### src/rtl/ddr4_odt_sched_pkg.sv
// Shared sizing, error-bit indices and bus payload types for the ODT scheduler.
package ddr4_odt_sched_pkg;

  localparam int unsigned RANKS    = 2;
  localparam int unsigned PHASES   = 8;
  localparam int unsigned SLOTS    = 4;
  localparam int unsigned MAX_SPAN = 32;
  localparam int unsigned DW       = 6;

  localparam int unsigned RW     = (RANKS > 1) ? $clog2(RANKS) : 1;
  localparam int unsigned SW     = (SLOTS > 1) ? $clog2(SLOTS) : 1;
  localparam int unsigned STEP   = PHASES / SLOTS;
  // Window length: whole clocks covering MAX_SPAN plus one clock of slot offset headroom
  localparam int unsigned L      = PHASES * ((MAX_SPAN + PHASES - 1) / PHASES) + PHASES;
  localparam int unsigned SPAN_W = DW + 1;
  localparam int unsigned IDX_W  = DW + 2;

  localparam int unsigned ERR_RDWR = 0;
  localparam int unsigned ERR_CLIP = 1;
  localparam int unsigned ERR_CFG  = 2;
  localparam int unsigned ERR_W    = 3;

  typedef struct packed {
    logic [DW-1:0]          wr_del;
    logic [DW-1:0]          wr_dur;
    logic [DW-1:0]          rd_del;
    logic [DW-1:0]          rd_dur;
    logic [RANKS*RANKS-1:0] wr_map;
    logic [RANKS*RANKS-1:0] rd_map;
  } odt_cfg_t;

  typedef struct packed {
    logic          wr;
    logic          rd;
    logic [SW-1:0] slot;
    logic [RW-1:0] rank;
  } cas_t;

endpackage

### src/rtl/ddr4_odt_sched_if.sv
// Controller-to-scheduler bus: config, CAS stream, disable and the per-phase ODT result.
interface ddr4_odt_sched_if;
  import ddr4_odt_sched_pkg::*;

  logic                     cfg_load;
  odt_cfg_t                 cfg;
  cas_t                     cas;
  logic                     odt_disable;
  logic [RANKS*PHASES-1:0]  mc_odt;
  logic                     odt_busy;
  logic [ERR_W-1:0]         err;

  modport master (output cfg_load, cfg, cas, odt_disable,
                  input  mc_odt, odt_busy, err);
  modport slave  (input  cfg_load, cfg, cas, odt_disable,
                  output mc_odt, odt_busy, err);
endinterface

### src/rtl/ddr4_odt_sched_window.sv
// One ODT pin's window register: shifts a clock's worth of phases out per clk and ORs in new windows.
module ddr4_odt_window
  import ddr4_odt_sched_pkg::*;
(
  input  logic              clk,
  input  logic              rst_n,
  input  logic              clr_i,
  input  logic              set_i,
  input  logic [IDX_W-1:0]  lo_i,
  input  logic [IDX_W-1:0]  hi_i,
  output logic [PHASES-1:0] odt_o,
  output logic              busy_o
);

  logic [L-1:0] w_q, w_d, mask;

  // Window mask covering phases [lo, hi) relative to the next output clock
  always_comb begin
    mask = '0;
    for (int unsigned i = 0; i < L; i++) begin
      mask[i] = set_i && (IDX_W'(i) >= lo_i) && (IDX_W'(i) < hi_i);
    end
  end

  // Shift out the clock just presented, merge the new window, or flush on disable
  always_comb begin
    w_d = (w_q >> PHASES) | mask;
    if (clr_i) begin
      w_d = '0;
    end
  end

  // Window state; the low PHASES bits are what the PHY sees this clock
  always_ff @(posedge clk or negedge rst_n) begin
    if (!rst_n) begin
      w_q <= '0;
    end else begin
      w_q <= w_d;
    end
  end

  assign odt_o  = w_q[PHASES-1:0];
  assign busy_o = |w_q;

endmodule

### src/rtl/ddr4_odt_sched.sv
// Multi-rank ODT scheduler: turns the CAS stream into per-phase ODT pin windows for the PHY.
module ddr4_odt_sched
  import ddr4_odt_sched_pkg::*;
(
  input logic             clk,
  input logic             rst_n,
  ddr4_odt_sched_if.slave bus
);

  odt_cfg_t               cfg_q, cfg_d;
  logic [ERR_W-1:0]       err_q, err_d;
  logic                   cas_vld;
  logic [DW-1:0]          del, dur;
  logic [RANKS*RANKS-1:0] map;
  logic [RANKS-1:0]       pins;
  logic [SPAN_W-1:0]      span;
  logic                   clip;
  logic [IDX_W-1:0]       base, lo, hi;
  logic [RANKS-1:0]       rank_busy;
  logic                   busy_any;

  // CAS decode: writes win over reads, window bounds clipped at MAX_SPAN past the slot base
  always_comb begin
    cas_vld = !bus.odt_disable && (bus.cas.wr || bus.cas.rd);
    del     = bus.cas.wr ? cfg_q.wr_del : cfg_q.rd_del;
    dur     = bus.cas.wr ? cfg_q.wr_dur : cfg_q.rd_dur;
    map     = bus.cas.wr ? cfg_q.wr_map : cfg_q.rd_map;
    pins    = '0;
    for (int unsigned r = 0; r < RANKS; r++) begin
      if (bus.cas.rank == RW'(r)) begin
        pins = map[r*RANKS +: RANKS];
      end
    end
    span = SPAN_W'(del) + SPAN_W'(dur);
    clip = (dur != '0) && (span > SPAN_W'(MAX_SPAN));
    base = IDX_W'(bus.cas.slot) * IDX_W'(STEP);
    lo   = base + IDX_W'(del);
    hi   = base + (clip ? IDX_W'(MAX_SPAN) : IDX_W'(span));
  end

  // Config load gated on idle; sticky error collection
  always_comb begin
    cfg_d = cfg_q;
    err_d = err_q;
    if (bus.cfg_load) begin
      if (busy_any) begin
        err_d[ERR_CFG] = 1'b1;
      end else begin
        cfg_d = bus.cfg;
      end
    end
    if (cas_vld && bus.cas.wr && bus.cas.rd) begin
      err_d[ERR_RDWR] = 1'b1;
    end
    if (cas_vld && clip) begin
      err_d[ERR_CLIP] = 1'b1;
    end
  end

  // Active config and error registers
  always_ff @(posedge clk or negedge rst_n) begin
    if (!rst_n) begin
      cfg_q <= '0;
      err_q <= '0;
    end else begin
      cfg_q <= cfg_d;
      err_q <= err_d;
    end
  end

  // One window per ODT pin, fed by the target rank's pin map
  for (genvar g = 0; g < RANKS; g++) begin : g_win
    ddr4_odt_window u_win (
      .clk    (clk),
      .rst_n  (rst_n),
      .clr_i  (bus.odt_disable),
      .set_i  (cas_vld && pins[g]),
      .lo_i   (lo),
      .hi_i   (hi),
      .odt_o  (bus.mc_odt[g*PHASES +: PHASES]),
      .busy_o (rank_busy[g])
    );
  end

  assign busy_any     = |rank_busy;
  assign bus.odt_busy = busy_any;
  assign bus.err      = err_q;

endmodule

### src/flat_wrapper.sv
// flat-port wrapper written by rule: the top's interface ports become plain ports
module ddr4_odt_sched_flat import ddr4_odt_sched_pkg::*;
  (clk, rst_n, bus_cfg_load, bus_cfg, bus_cas, bus_odt_disable, bus_mc_odt, bus_odt_busy, bus_err);
  ddr4_odt_sched_if bus_i ();
  input logic clk;
  input logic rst_n;
  input wire logic [$bits(bus_i.cfg_load)-1:0] bus_cfg_load;
  input wire logic [$bits(bus_i.cfg)-1:0] bus_cfg;
  input wire logic [$bits(bus_i.cas)-1:0] bus_cas;
  input wire logic [$bits(bus_i.odt_disable)-1:0] bus_odt_disable;
  output wire logic [$bits(bus_i.mc_odt)-1:0] bus_mc_odt;
  output wire logic [$bits(bus_i.odt_busy)-1:0] bus_odt_busy;
  output wire logic [$bits(bus_i.err)-1:0] bus_err;
  assign bus_i.cfg_load = bus_cfg_load;
  assign bus_i.cfg = bus_cfg;
  assign bus_i.cas = bus_cas;
  assign bus_i.odt_disable = bus_odt_disable;
  assign bus_mc_odt = bus_i.mc_odt;
  assign bus_odt_busy = bus_i.odt_busy;
  assign bus_err = bus_i.err;
  ddr4_odt_sched u_core (.clk(clk), .rst_n(rst_n), .bus(bus_i));
endmodule
### config.mk
export PLATFORM = sky130hd
export DESIGN_NAME = ddr4_odt_sched_flat
export DESIGN_NICKNAME = d
export VERILOG_FILES = /design/src/rtl/ddr4_odt_sched_pkg.sv /design/src/rtl/ddr4_odt_sched_if.sv /design/src/rtl/ddr4_odt_sched_window.sv /design/src/rtl/ddr4_odt_sched.sv /design/src/flat_wrapper.sv
export SDC_FILE = /design/constraint.sdc
export NUM_CORES = 1
export LEC_CHECK = 0
export CAP_MARGIN = 5
export CORE_AREA = 2 2 134 97
export DETAILED_ROUTE_END_ITERATION = 8
export DIE_AREA = 0 0 136 99
export PLACE_DENSITY = 0.81
export SYNTH_ARGS = -nofsm -noshare
export SYNTH_HDL_FRONTEND = slang
export SYNTH_HIERARCHICAL = 1
export SYNTH_SLANG_ARGS = --single-unit
### constraint.sdc
create_clock -name clk -period 7.4 [get_ports clk]
set_input_delay 1.48 -clock clk [delete_from_list [all_inputs] [get_ports clk]]
set_output_delay 1.48 -clock clk [all_outputs]
set_load 0.02 [all_outputs]
**Yosys cells after proc, flatten, opt, wreduce, memory -nomap -nowiden**

Cells that the tools add are included.
Widths: inputs -> output; s select.

- Add/sub/neg operators: 3
- Order comparisons: 81
- Muxes and demuxes: 7
- Bitwise gates (word level): 3
- Reduce and logical (&&, ||, !) cells: 173

Operator list:

| kind | count |
|---|---|
| $logic_and 1x1->1 | 167 |
| $ge 5x8->1 const A | 16 |
| $lt 5x8->1 const A | 16 |
| $mux 40 | 2 |
| $or 32x40->40 | 2 |
| $reduce_or 80->1 | 1 |
| $ge 4x8->1 const A | 8 |
| $ge 6x8->1 const A | 8 |
| $lt 4x8->1 const A | 8 |
| $lt 6x8->1 const A | 8 |
| $ge 3x8->1 const A | 4 |
| $lt 3x8->1 const A | 4 |
| $ge 1x8->1 const A | 2 |
| $ge 2x8->1 const A | 2 |
| $lt 1x8->1 const A | 2 |
| $lt 2x8->1 const A | 2 |
| $mux 6 | 2 |
| $add 3x8->8 | 1 |
| $add 3x6->7 | 1 |
| $add 6x6->7 | 1 |
| $gt 7x6->1 const B | 1 |
| $mux 7 | 1 |
| $reduce_bool 6->1 | 1 |
| $mux 4 | 1 |
| other kinds (5) | 6 |

- Register bits: 115
- Input port bits: 41
- Output and inout port bits: 20
- Word-level logic and storage cells: 278

**Longest topological paths before layout**

- Word-level depth: 10
- Gate-level depth with buffers: 19
- Gate-level depth less buffers: 17

**Cells and area by module**

The synthesis kept the hierarchy.

Modules (own cells, without submodules):

| module | instances | cells each | area each (um^2) | seq. area each (um^2) |
|---|---|---|---|---|
| ddr4_odt_window at u_core.g_win[0].u_win | 1 | 249 | 2,202.1 | 1,001.0 |
| ddr4_odt_window at u_core.g_win[1].u_win | 1 | 245 | 2,189.6 | 1,001.0 |
| ddr4_odt_sched | 1 | 188 | 2,152.1 | 875.8 |

**Worst setup path after synthesis**

Ideal clock, no wire load.

- Kind: input to register
- From: input port bus_cas[4]
- To: register u_core.g_win[1].u_win.w_q[34]
- Library setup time: 0.094 ns
- Arrival time: 6.644 ns
- Data required time: 7.306 ns
- Path slack: 0.661 ns
- Cell stages on the path: 18
- Buffers on the path: 3
- Cells stage by stage: buf_6 buf_2 mux2_2 ha_1 fa_1 a21o_1 a21oi_1 o21ai_1 o31ai_1 ha_1 a21oi_1 nor3_1 and4_1 nor3_1 o311ai_1 or4b_1 buf_2 a221oi_2

- Word-level cells in the longest chain between the ends: 10
- Elaborated cells between the ends (all ways): 20
- Classes of those cells: add/sub (3); order compare (3); mux (6); bitwise (1); reduce/logical (7)

RTL lines:

| what | RTL line | source |
|---|---|---|
| start, declared | flat_wrapper.sv:9 | `input wire logic [$bits(bus_i.cas)-1:0] bus_cas;` |
| $mux 6 (*) | ddr4_odt_sched.sv:25 | `del = bus.cas.wr ? cfg_q.wr_del : cfg_q.rd_del;` |
| named net u_core.del[0] | ddr4_odt_sched.sv:13 | `logic [DW-1:0] del, dur;` |
| $add 6x6->7 (*) | ddr4_odt_sched.sv:34 | `span = SPAN_W'(del) + SPAN_W'(dur);` |
| $gt 7x6->1 | ddr4_odt_sched.sv:35 | `clip = (dur != '0) && (span > SPAN_W'(MAX_SPAN));` |
| $logic_and 1x1->1 | ddr4_odt_sched.sv:35 |  |
| $mux 7 (*) | ddr4_odt_sched.sv:38 | `hi = base + (clip ? IDX_W'(MAX_SPAN) : IDX_W'(span));` |
| $add 3x8->8 (*) | ddr4_odt_sched.sv:38 |  |
| named net u_core.hi[6] | ddr4_odt_sched.sv:18 | `logic [IDX_W-1:0] base, lo, hi;` |
| $lt 6x8->1 (*) | ddr4_odt_sched_window.sv:21 | `mask[i] = set_i && (IDX_W'(i) >= lo_i) && (IDX_W'(i) < hi_i);` |
| $logic_and 1x1->1 (*) | ddr4_odt_sched_window.sv:21 |  |
| $or 32x40->40 (*) | ddr4_odt_sched_window.sv:27 | `w_d = (w_q >> PHASES) \| mask;` |
| $mux 40 (*) | ddr4_odt_sched_window.sv:28 | `if (clr_i) begin` |
| named net u_core.g_win[1].u_win.w_d[34] | ddr4_odt_sched_window.sv:15 | `logic [L-1:0] w_q, w_d, mask;` |
| end signal, assigned | ddr4_odt_sched_window.sv:38 | `w_q <= w_d;` |
| end, declared | ddr4_odt_sched_window.sv:15 |  |

The timed path passes the listed nets; every way through them passes the cells marked *.
A chain may end at the register's enable or synchronous reset.

**Final worst setup path**

- From: input port bus_cas[4]
- To: register u_core.g_win[0].u_win.w_q[24]

- Word-level cells in the longest chain between the ends: 10
- Elaborated cells between the ends (all ways): 20
- Classes of those cells: add/sub (3); order compare (3); mux (6); bitwise (1); reduce/logical (7)

RTL lines:

| what | RTL line |
|---|---|
| $mux 6 (*) | ddr4_odt_sched.sv:25 |
| named net u_core.del[0] | ddr4_odt_sched.sv:13 |
| $add 6x6->7 (*) | ddr4_odt_sched.sv:34 |
| $gt 7x6->1 | ddr4_odt_sched.sv:35 |
| $logic_and 1x1->1 | ddr4_odt_sched.sv:35 |
| $mux 7 (*) | ddr4_odt_sched.sv:38 |
| $add 3x8->8 (*) | ddr4_odt_sched.sv:38 |
| named net u_core.hi[6] | ddr4_odt_sched.sv:18 |
| $lt 5x8->1 (*) | ddr4_odt_sched_window.sv:21 |
| $logic_and 1x1->1 (*) | ddr4_odt_sched_window.sv:21 |
| $or 32x40->40 (*) | ddr4_odt_sched_window.sv:27 |
| $mux 40 (*) | ddr4_odt_sched_window.sv:28 |
| named net u_core.g_win[0].u_win.w_d[24] | ddr4_odt_sched_window.sv:15 |
| end signal, assigned | ddr4_odt_sched_window.sv:38 |
| end, declared | ddr4_odt_sched_window.sv:15 |

Marks and branches as above.

==> impl_results.md <==
- Tot GR Track Use: 0.292
- Critical path arrival: 7.17 ns
- Maximum clock insertion buffer count: 2
- Count of clock tree sinks: 115
- Share of the synthesized area in compound gates (AO/OA/AOI/OAI): 0.173
- Antenna Nets Post-Route: 0
- Maximum clock rate: 0.145 GHz
- Flip-flop cell with the highest count after synthesis: sky130_fd_sc_hd__dfrtp_1
- Capture point of the worst reg-to-reg path: u_core/g_win[0].u_win/w_q[24]
- Die span in y: 99 µm
- Top-area cell type share of the netlist area: 0.440
- Pin slew with the least headroom to its limit: 1.11 ns
- Routed len/inst: 20.3 µm
- Endpoint of the worst hold-timing path: u_core/bus.err[2]
- Worst-path clk slew: 0.05 ns
- Worst r2r path cells: 17
- Origin of the worst min-delay path: u_core/bus.err[2]
- Area grow syn2layout: 18.3%
- Ratio of final minimum period to clock period: 0.933
- Warnings from Yosys: 6
- Clock root buffer: sky130_fd_sc_hd__clkbuf_16
- Type of element capturing the critical path: flop
- Number of vias in the routed layout: 5791
- Number of failing setup endpoints in the final timing report: 0
- Die Width: 136 µm
- Critical register-to-register path startpoint: u_core/cfg_q[14]
- Detailed Route Iter0 Violations: 829
- First-pass GRT wire length: 30.5 mm
- Sum Neg Setup Slack: 0 ns
- Distinct cell type count after synthesis: 69
- Via density per instance: 6.46
- Kind of path behind the tightest hold check: flop to flop
- Final HPWL DP: 12.5 mm
- Slew Viols, Final: 0
- Share of synthesized area occupied by flip-flops and latches: 0.440
- Final min period: 6.91 ns
- Hold Crit Depth: 1
- Critical path fanouts, max: 16
- Type of the worst setup path: primary input to flop
- Skew final: 0.0147 ns
- Number of max-capacitance violations reported: 0
- Dominant combinational cell family by area after synthesis: simple AND/OR/NAND/NOR gates
- Total wire length: 18.2 mm
- Share of final-layout standard cells stronger than drive strength 1: 0.158
- Antenna fix cells: 0
- Overflow left after global routing: 0
- Top cells by area, synth: sky130_fd_sc_hd__dfrtp_1 44%, sky130_fd_sc_hd__mux2_2 5.9%, sky130_fd_sc_hd__nor2_1 4.9%
- Die Area: 13500 µm²
- Endpoint required time on the critical path: 7.66 ns
- Post-CTS setup-driven buffer insertion count: 0
- DRC violations left: 0
- Cell count after synthesis: 682
- Total I/O pin count: 61
- Post-synthesis share of cell area spent on xor and xnor gates: 0.00803
- Cell area after technology mapping: 6540 µm²
- Routability-driven placement congestion ratio: 0.925
- Final hold violation count: 0
- Average footprint of a synthesized cell: 9.59 µm²
- Multiplexer area fraction after synthesis: 0.0837
- Clock buffers created by TritonCTS: 17
- Number of global-route vias before repair: 5901
- Total of cells resized after clock tree synthesis: 0
- Worst setup SP type: primary input
- Starting utilization of the core area: 0.538
- Count of port buffers added during placement: 60
- Reg2reg setup slack: 2.15 ns
- Source-to-sink clock delay at the later pin of the worst-skew pair: 0.42 ns
- Run status: complete, no violations
- Number of synthesized flops with an enable pin: 0
- H-tree levels: 4
- Synthesized-area fraction occupied by adder cells: 0.0283
- Core region area: 12200 µm²
- Detailed-router iteration count before antenna repair: 6
- Max_slew headroom: 0.262
- Number of buffers added to fix hold violations after cts: 0
- Setup repair after global routing missed its margin: false
- Pin count of the biggest net entering global routing: 78
- Number of antenna violations at the first check in global routing: 0
- Simple-Gate Fraction of Synth Area: 0.200
- Number of flip-flops and latches in the synthesized netlist: 115
- Number of placement rows: 34
- CTS tree: done
- Number of nets in the final layout: 780
- Fraction of registers with async set/reset: 1.00
- Cell type contributing the most total cell area after synthesis: sky130_fd_sc_hd__dfrtp_1
worst max-delay path by stage:
stage	from	endpoint	slack (ns)	cells past startpoint
2_1_floorplan	bus_cas[4]	u_core/g_win[1].u_win/w_q[34]	0.66	18
3_3_place_gp	bus_cas[4]	u_core/g_win[0].u_win/w_q[24]	0.39	20
3_5_place_dp	bus_cas[4]	u_core/g_win[0].u_win/w_q[24]	0.26	20
4_1_cts	bus_cas[4]	u_core/g_win[0].u_win/w_q[24]	0.63	18
5_1_grt	bus_cas[4]	u_core/g_win[0].u_win/w_q[10]	0.14	18
6_report	bus_cas[4]	u_core/g_win[0].u_win/w_q[24]	0.49	18
per-layer routing:
metal | vias to the layer above | wire length, µm | GRT usage
met5 | - | 0 | 0
met4 | 0 | 491 | 0.0962
met3 | 62 | 2190 | 0.0936
met2 | 418 | 7920 | 0.432
met1 | 2751 | 7580 | 0.407
li1 | 2560 | - | -
cell type report:
class | instances | area (µm²)
clock inverter | 6 | 80.1
multi-input combinational | 491 | 3280
tap | 162 | 203
clock buffer | 22 | 484
inverter | 23 | 86.3
sequential | 115 | 2880
timing repair buffer | 78 | 728
fill | 991 | 4420
sequential cells by signal, indices dropped and copies added, names as in the netlist:
name and cells:
u_core/bus.err 3, u_core/cfg_q 32, u_core/g_win.u_win/w_q 80
cells in the final DEF (no fill, tap or decap), types with 3 or more instances in the layout:
cell type                         synthesis  final
sky130_fd_sc_hd__a211oi_1                 9      9
sky130_fd_sc_hd__a21o_1                   5      5
sky130_fd_sc_hd__a21oi_1                 39     39
sky130_fd_sc_hd__a221oi_2                 4      4
sky130_fd_sc_hd__a22oi_1                  6      6
sky130_fd_sc_hd__a31oi_1                 47     47
sky130_fd_sc_hd__and2_1                   5      5
sky130_fd_sc_hd__and3_1                   3      3
sky130_fd_sc_hd__buf_4                   18     19
sky130_fd_sc_hd__clkbuf_16                0     17
sky130_fd_sc_hd__clkbuf_8                 0      4
sky130_fd_sc_hd__clkdlybuf4s50_1          0     58
sky130_fd_sc_hd__clkinv_2                 0      4
sky130_fd_sc_hd__conb_1                   1      9
sky130_fd_sc_hd__dfrtp_1                115    115
sky130_fd_sc_hd__fa_1                     3      3
sky130_fd_sc_hd__ha_1                    10     10
sky130_fd_sc_hd__inv_1                   23     23
sky130_fd_sc_hd__mux2_2                  34     34
sky130_fd_sc_hd__mux2i_1                  9      9
sky130_fd_sc_hd__nand2_1                 46     46
sky130_fd_sc_hd__nand2b_1                 4      4
sky130_fd_sc_hd__nand3_1                 16     16
sky130_fd_sc_hd__nand4_1                  7      7
sky130_fd_sc_hd__nor2_1                  85     84
sky130_fd_sc_hd__nor3_1                  13     13
sky130_fd_sc_hd__nor4_1                  26     25
sky130_fd_sc_hd__nor4_4                   4      4
sky130_fd_sc_hd__o211ai_1                 4      4
sky130_fd_sc_hd__o21ai_0                 34     34
sky130_fd_sc_hd__o31ai_1                  7      7
sky130_fd_sc_hd__or2_2                    5      5
sky130_fd_sc_hd__or3_1                    5      5
sky130_fd_sc_hd__xnor2_1                  4      3
synthesized netlist by cell type, types with 3 or more instances:
master / count
sky130_fd_sc_hd__or2_2: 5
sky130_fd_sc_hd__o31ai_1: 7
sky130_fd_sc_hd__o211ai_1: 4
sky130_fd_sc_hd__buf_2: 6
sky130_fd_sc_hd__mux2i_1: 9
sky130_fd_sc_hd__xnor2_1: 4
sky130_fd_sc_hd__dfrtp_1: 115
sky130_fd_sc_hd__nor3_1: 13
sky130_fd_sc_hd__o21ai_0: 34
sky130_fd_sc_hd__nand2_1: 46
sky130_fd_sc_hd__nand4_1: 7
sky130_fd_sc_hd__buf_4: 18
sky130_fd_sc_hd__a21o_1: 5
sky130_fd_sc_hd__or3_1: 5
sky130_fd_sc_hd__nor4_4: 4
sky130_fd_sc_hd__and3_1: 3
sky130_fd_sc_hd__and2_1: 5
sky130_fd_sc_hd__a221oi_2: 4
sky130_fd_sc_hd__mux2_2: 34
sky130_fd_sc_hd__nand2b_1: 4
sky130_fd_sc_hd__buf_6: 6
sky130_fd_sc_hd__nand3_1: 16
sky130_fd_sc_hd__nor4_1: 26
sky130_fd_sc_hd__a31oi_1: 47
sky130_fd_sc_hd__a211oi_1: 9
sky130_fd_sc_hd__a22oi_1: 6
sky130_fd_sc_hd__nor2_1: 85
sky130_fd_sc_hd__ha_1: 10
sky130_fd_sc_hd__inv_1: 23
sky130_fd_sc_hd__fa_1: 3
sky130_fd_sc_hd__a21oi_1: 39
sky130_fd_sc_hd__clkbuf_1: 29
logic make-up after synthesis:
| logic type | after synthesis |
|---|---|
| simple gates | 241 |
| compound gates | 175 |
| flops | 115 |
| buf+inv | 84 |
| mux | 47 |
| fa+ha+maj | 13 |
| xor+xnor | 6 |
| other cells | 1 |
per-stage QoR:
step                area, µm²  hold slack (ns)  utilization  setup WS (ns)  instances
floorplan                6570            0.455            -          0.661        690
global placement         7180            0.445        0.590          0.387        869
detailed placement       7180            0.456        0.590          0.262        869
CTS                      7740            0.467        0.636          0.626        897
global route             7740            0.487        0.636          0.140        897
finish                   7740            0.459        0.636          0.494        897
worst max-delay path: stages:
cell and delay (ns):
sky130_fd_sc_hd__clkdlybuf4s50_1 0.84, sky130_fd_sc_hd__mux2_2 0.42, sky130_fd_sc_hd__ha_1 0.25, sky130_fd_sc_hd__fa_1 0.42, sky130_fd_sc_hd__a21o_1 0.21, sky130_fd_sc_hd__a21oi_1 0.24, sky130_fd_sc_hd__o21ai_1 0.29, sky130_fd_sc_hd__o31ai_1 0.44
sky130_fd_sc_hd__ha_1 0.24, sky130_fd_sc_hd__a21oi_1 0.04, sky130_fd_sc_hd__nor3_1 0.33, sky130_fd_sc_hd__and4_1 0.24, sky130_fd_sc_hd__nor3_1 0.05, sky130_fd_sc_hd__buf_4 0.19, sky130_fd_sc_hd__nor4_4 0.90, sky130_fd_sc_hd__nor4_4 0.24
sky130_fd_sc_hd__a31oi_1 0.26, sky130_fd_sc_hd__nor2_1 0.07
Power of run 1 is not shown: default switching activity piles up to over one toggle a cycle in this logic, so the estimate is an artifact.
==> patch (same flow settings) <==
Reset style: synchronous (`rst_n`), changed in 2 clocked blocks.
--- a/src/rtl/ddr4_odt_sched_window.sv
+++ b/src/rtl/ddr4_odt_sched_window.sv
@@ -32,5 +32,5 @@
 
   // Window state; the low PHASES bits are what the PHY sees this clock
-  always_ff @(posedge clk or negedge rst_n) begin
+  always_ff @(posedge clk) begin
     if (!rst_n) begin
       w_q <= '0;
--- a/src/rtl/ddr4_odt_sched.sv
+++ b/src/rtl/ddr4_odt_sched.sv
@@ -59,5 +59,5 @@
 
   // Active config and error registers
-  always_ff @(posedge clk or negedge rst_n) begin
+  always_ff @(posedge clk) begin
     if (!rst_n) begin
       cfg_q <= '0;
Function: differs if rst_n is asserted again (counterexample within 4 cycles, from zero or initial values and one cycle with rst_n low); with rst_n held inactive, the same outputs for 4 cycles.
==> patch against the original RTL <==
Hold slack lost 0.015 ns. Core utilization shrank 4.6 points. Worst setup slack gained 0.017 ns. Area after synthesis shrank 9.4%. Sequential cell count is the same. Design area shrank 7.2%. Routed wire length shrank 11%. Critical path type unchanged.
==> patch: results (changes against the original RTL) <==
The run finished with clean final reports. In the post-synthesis netlist, the biggest area contributors are dfxtp_1 39%, a21oi_1 7.4%, nand2_1 6.5%. The inverter count is 27 (+17%), and the net count reported at finish is 826 (+5.9%). The fraction of cell area in non-clock buffers is 9.824% (+0.42 points), and the count of different cell masters after synthesis is 63 (-8.7%). The delay of the slowest cell on the worst path is 0.83 ns (-0.07 ns). Counting instances in the post-synthesis netlist gives the leading cell types as 115 x dfxtp_1, 102 x nand2_1, 88 x a21oi_1. The total placed instance area is 0.006524 mm² (-9.1%). The path with the worst hold slack has its endpoint at u_core/g_win[1].u_win/w_q[17]$_SDFF_PP0_.

The tools report the placed cell count as 915 (+5.3%). Wire length after detailed routing: 16.23 mm (-11%). The total of clock buffers placed in the layout was 19 (-14%); the count of cells along the worst register-to-register path was 19 (+2). The share of cells above drive strength 1 works out to 9.045% (-6.7 points). The sequential cell count is 115 (unchanged). Setup clock skew after layout: 0.01048 ns (-0.004228 ns). The worst register-to-register path begins at u_core/cfg_q[31]$_SDFFE_PN0P_. The worst setup timing slack at the placement stage was 0.1576 ns (-0.1042 ns); the global-route wire length before repair was 26.37 mm (-13%).

The run gives 36 (-54%) as the largest net degree at the start of global routing. The fraction of registers with async set/reset is 0% (-100 points), and the initial detailed-routing violation count is 783 (-5.5%). Clock tree cell share of total cell area: 9.180% (+1.9 points). The slew at the pin with the worst max-slew slack was 1.185 ns (+0.07944 ns); the via count of the first global-routing pass was 5,188 (-12%). The total number of multi-input combinational cells is 537 (+9.4%), and the critical-path maximum fanout is 14 (-2).

The via-per-instance ratio is 6.082 (-5.8%). The logs give 7.613% (-1.7 points) for the met3 track utilization from global routing and 2.11 ns (-0.04 ns) for the slack of the worst reg-to-reg path. Final non-filler cell area: 0.007183 mm² (-7.2%). The tools report the met2 usage in global routing as 34.52% (-8.7 points).

The cell count after synthesis is 736 (+7.9%), and the count of fill cells added during filler insertion is 1,065 (+7.5%). The worst register-to-register path ends at u_core/g_win[0].u_win/w_q[1]$_SDFF_PP0_.
-- patch: how the worst max path moves through the flow --
| stage | start | end | slack, ns | depth (start not counted) |
|---|---|---|---|---|
| finish | bus_cas[4] | u_core/g_win[0].u_win/w_q[1]$_SDFF_PP0_ | 0.51 | 21 |
| global route | bus_cas[4] | u_core/g_win[0].u_win/w_q[1]$_SDFF_PP0_ | 0.18 | 21 |
| CTS | bus_cas[4] | u_core/g_win[0].u_win/w_q[1]$_SDFF_PP0_ | 0.58 | 21 |
| detailed placement | bus_cas[4] | u_core/g_win[0].u_win/w_q[1]$_SDFF_PP0_ | 0.16 | 21 |
| global placement | bus_cas[4] | u_core/g_win[0].u_win/w_q[1]$_SDFF_PP0_ | 0.36 | 21 |
| floorplan | bus_cas[4] | u_core/g_win[0].u_win/w_q[36]$_SDFF_PP0_ | 1.01 | 18 |
-- patch: power groups by stage --
stage          clock network [mW]  logic (mW)  registers [mW]
6_report                    0.903        2.12           0.736
5_1_grt                     0.941        2.28           0.742
4_1_cts                     0.913        2.03           0.735
3_5_place_dp                    0        2.01           0.747
3_3_place_gp                    0        2.00           0.745
2_1_floorplan                   0        1.51           0.740
-- patch: logic make-up (layout without fill, tap and decap cells) --
| logic type | Yosys count | after routing | synth area share [%] |
|---|---|---|---|
| adder cells (fa/ha/maj) | 13 | 13 | 3.125 |
| buffers and inverters | 89 | 133 | 7.517 |
| other | 1 | 6 | 0.06328 |
| XOR/XNOR | 5 | 5 | 0.7392 |
| AO/OA/AOI/OAI | 213 | 213 | 22.02 |
| multiplexers | 14 | 14 | 2.998 |
| AND/OR/NAND/NOR | 286 | 286 | 24.68 |
| flip-flops | 115 | 115 | 38.85 |
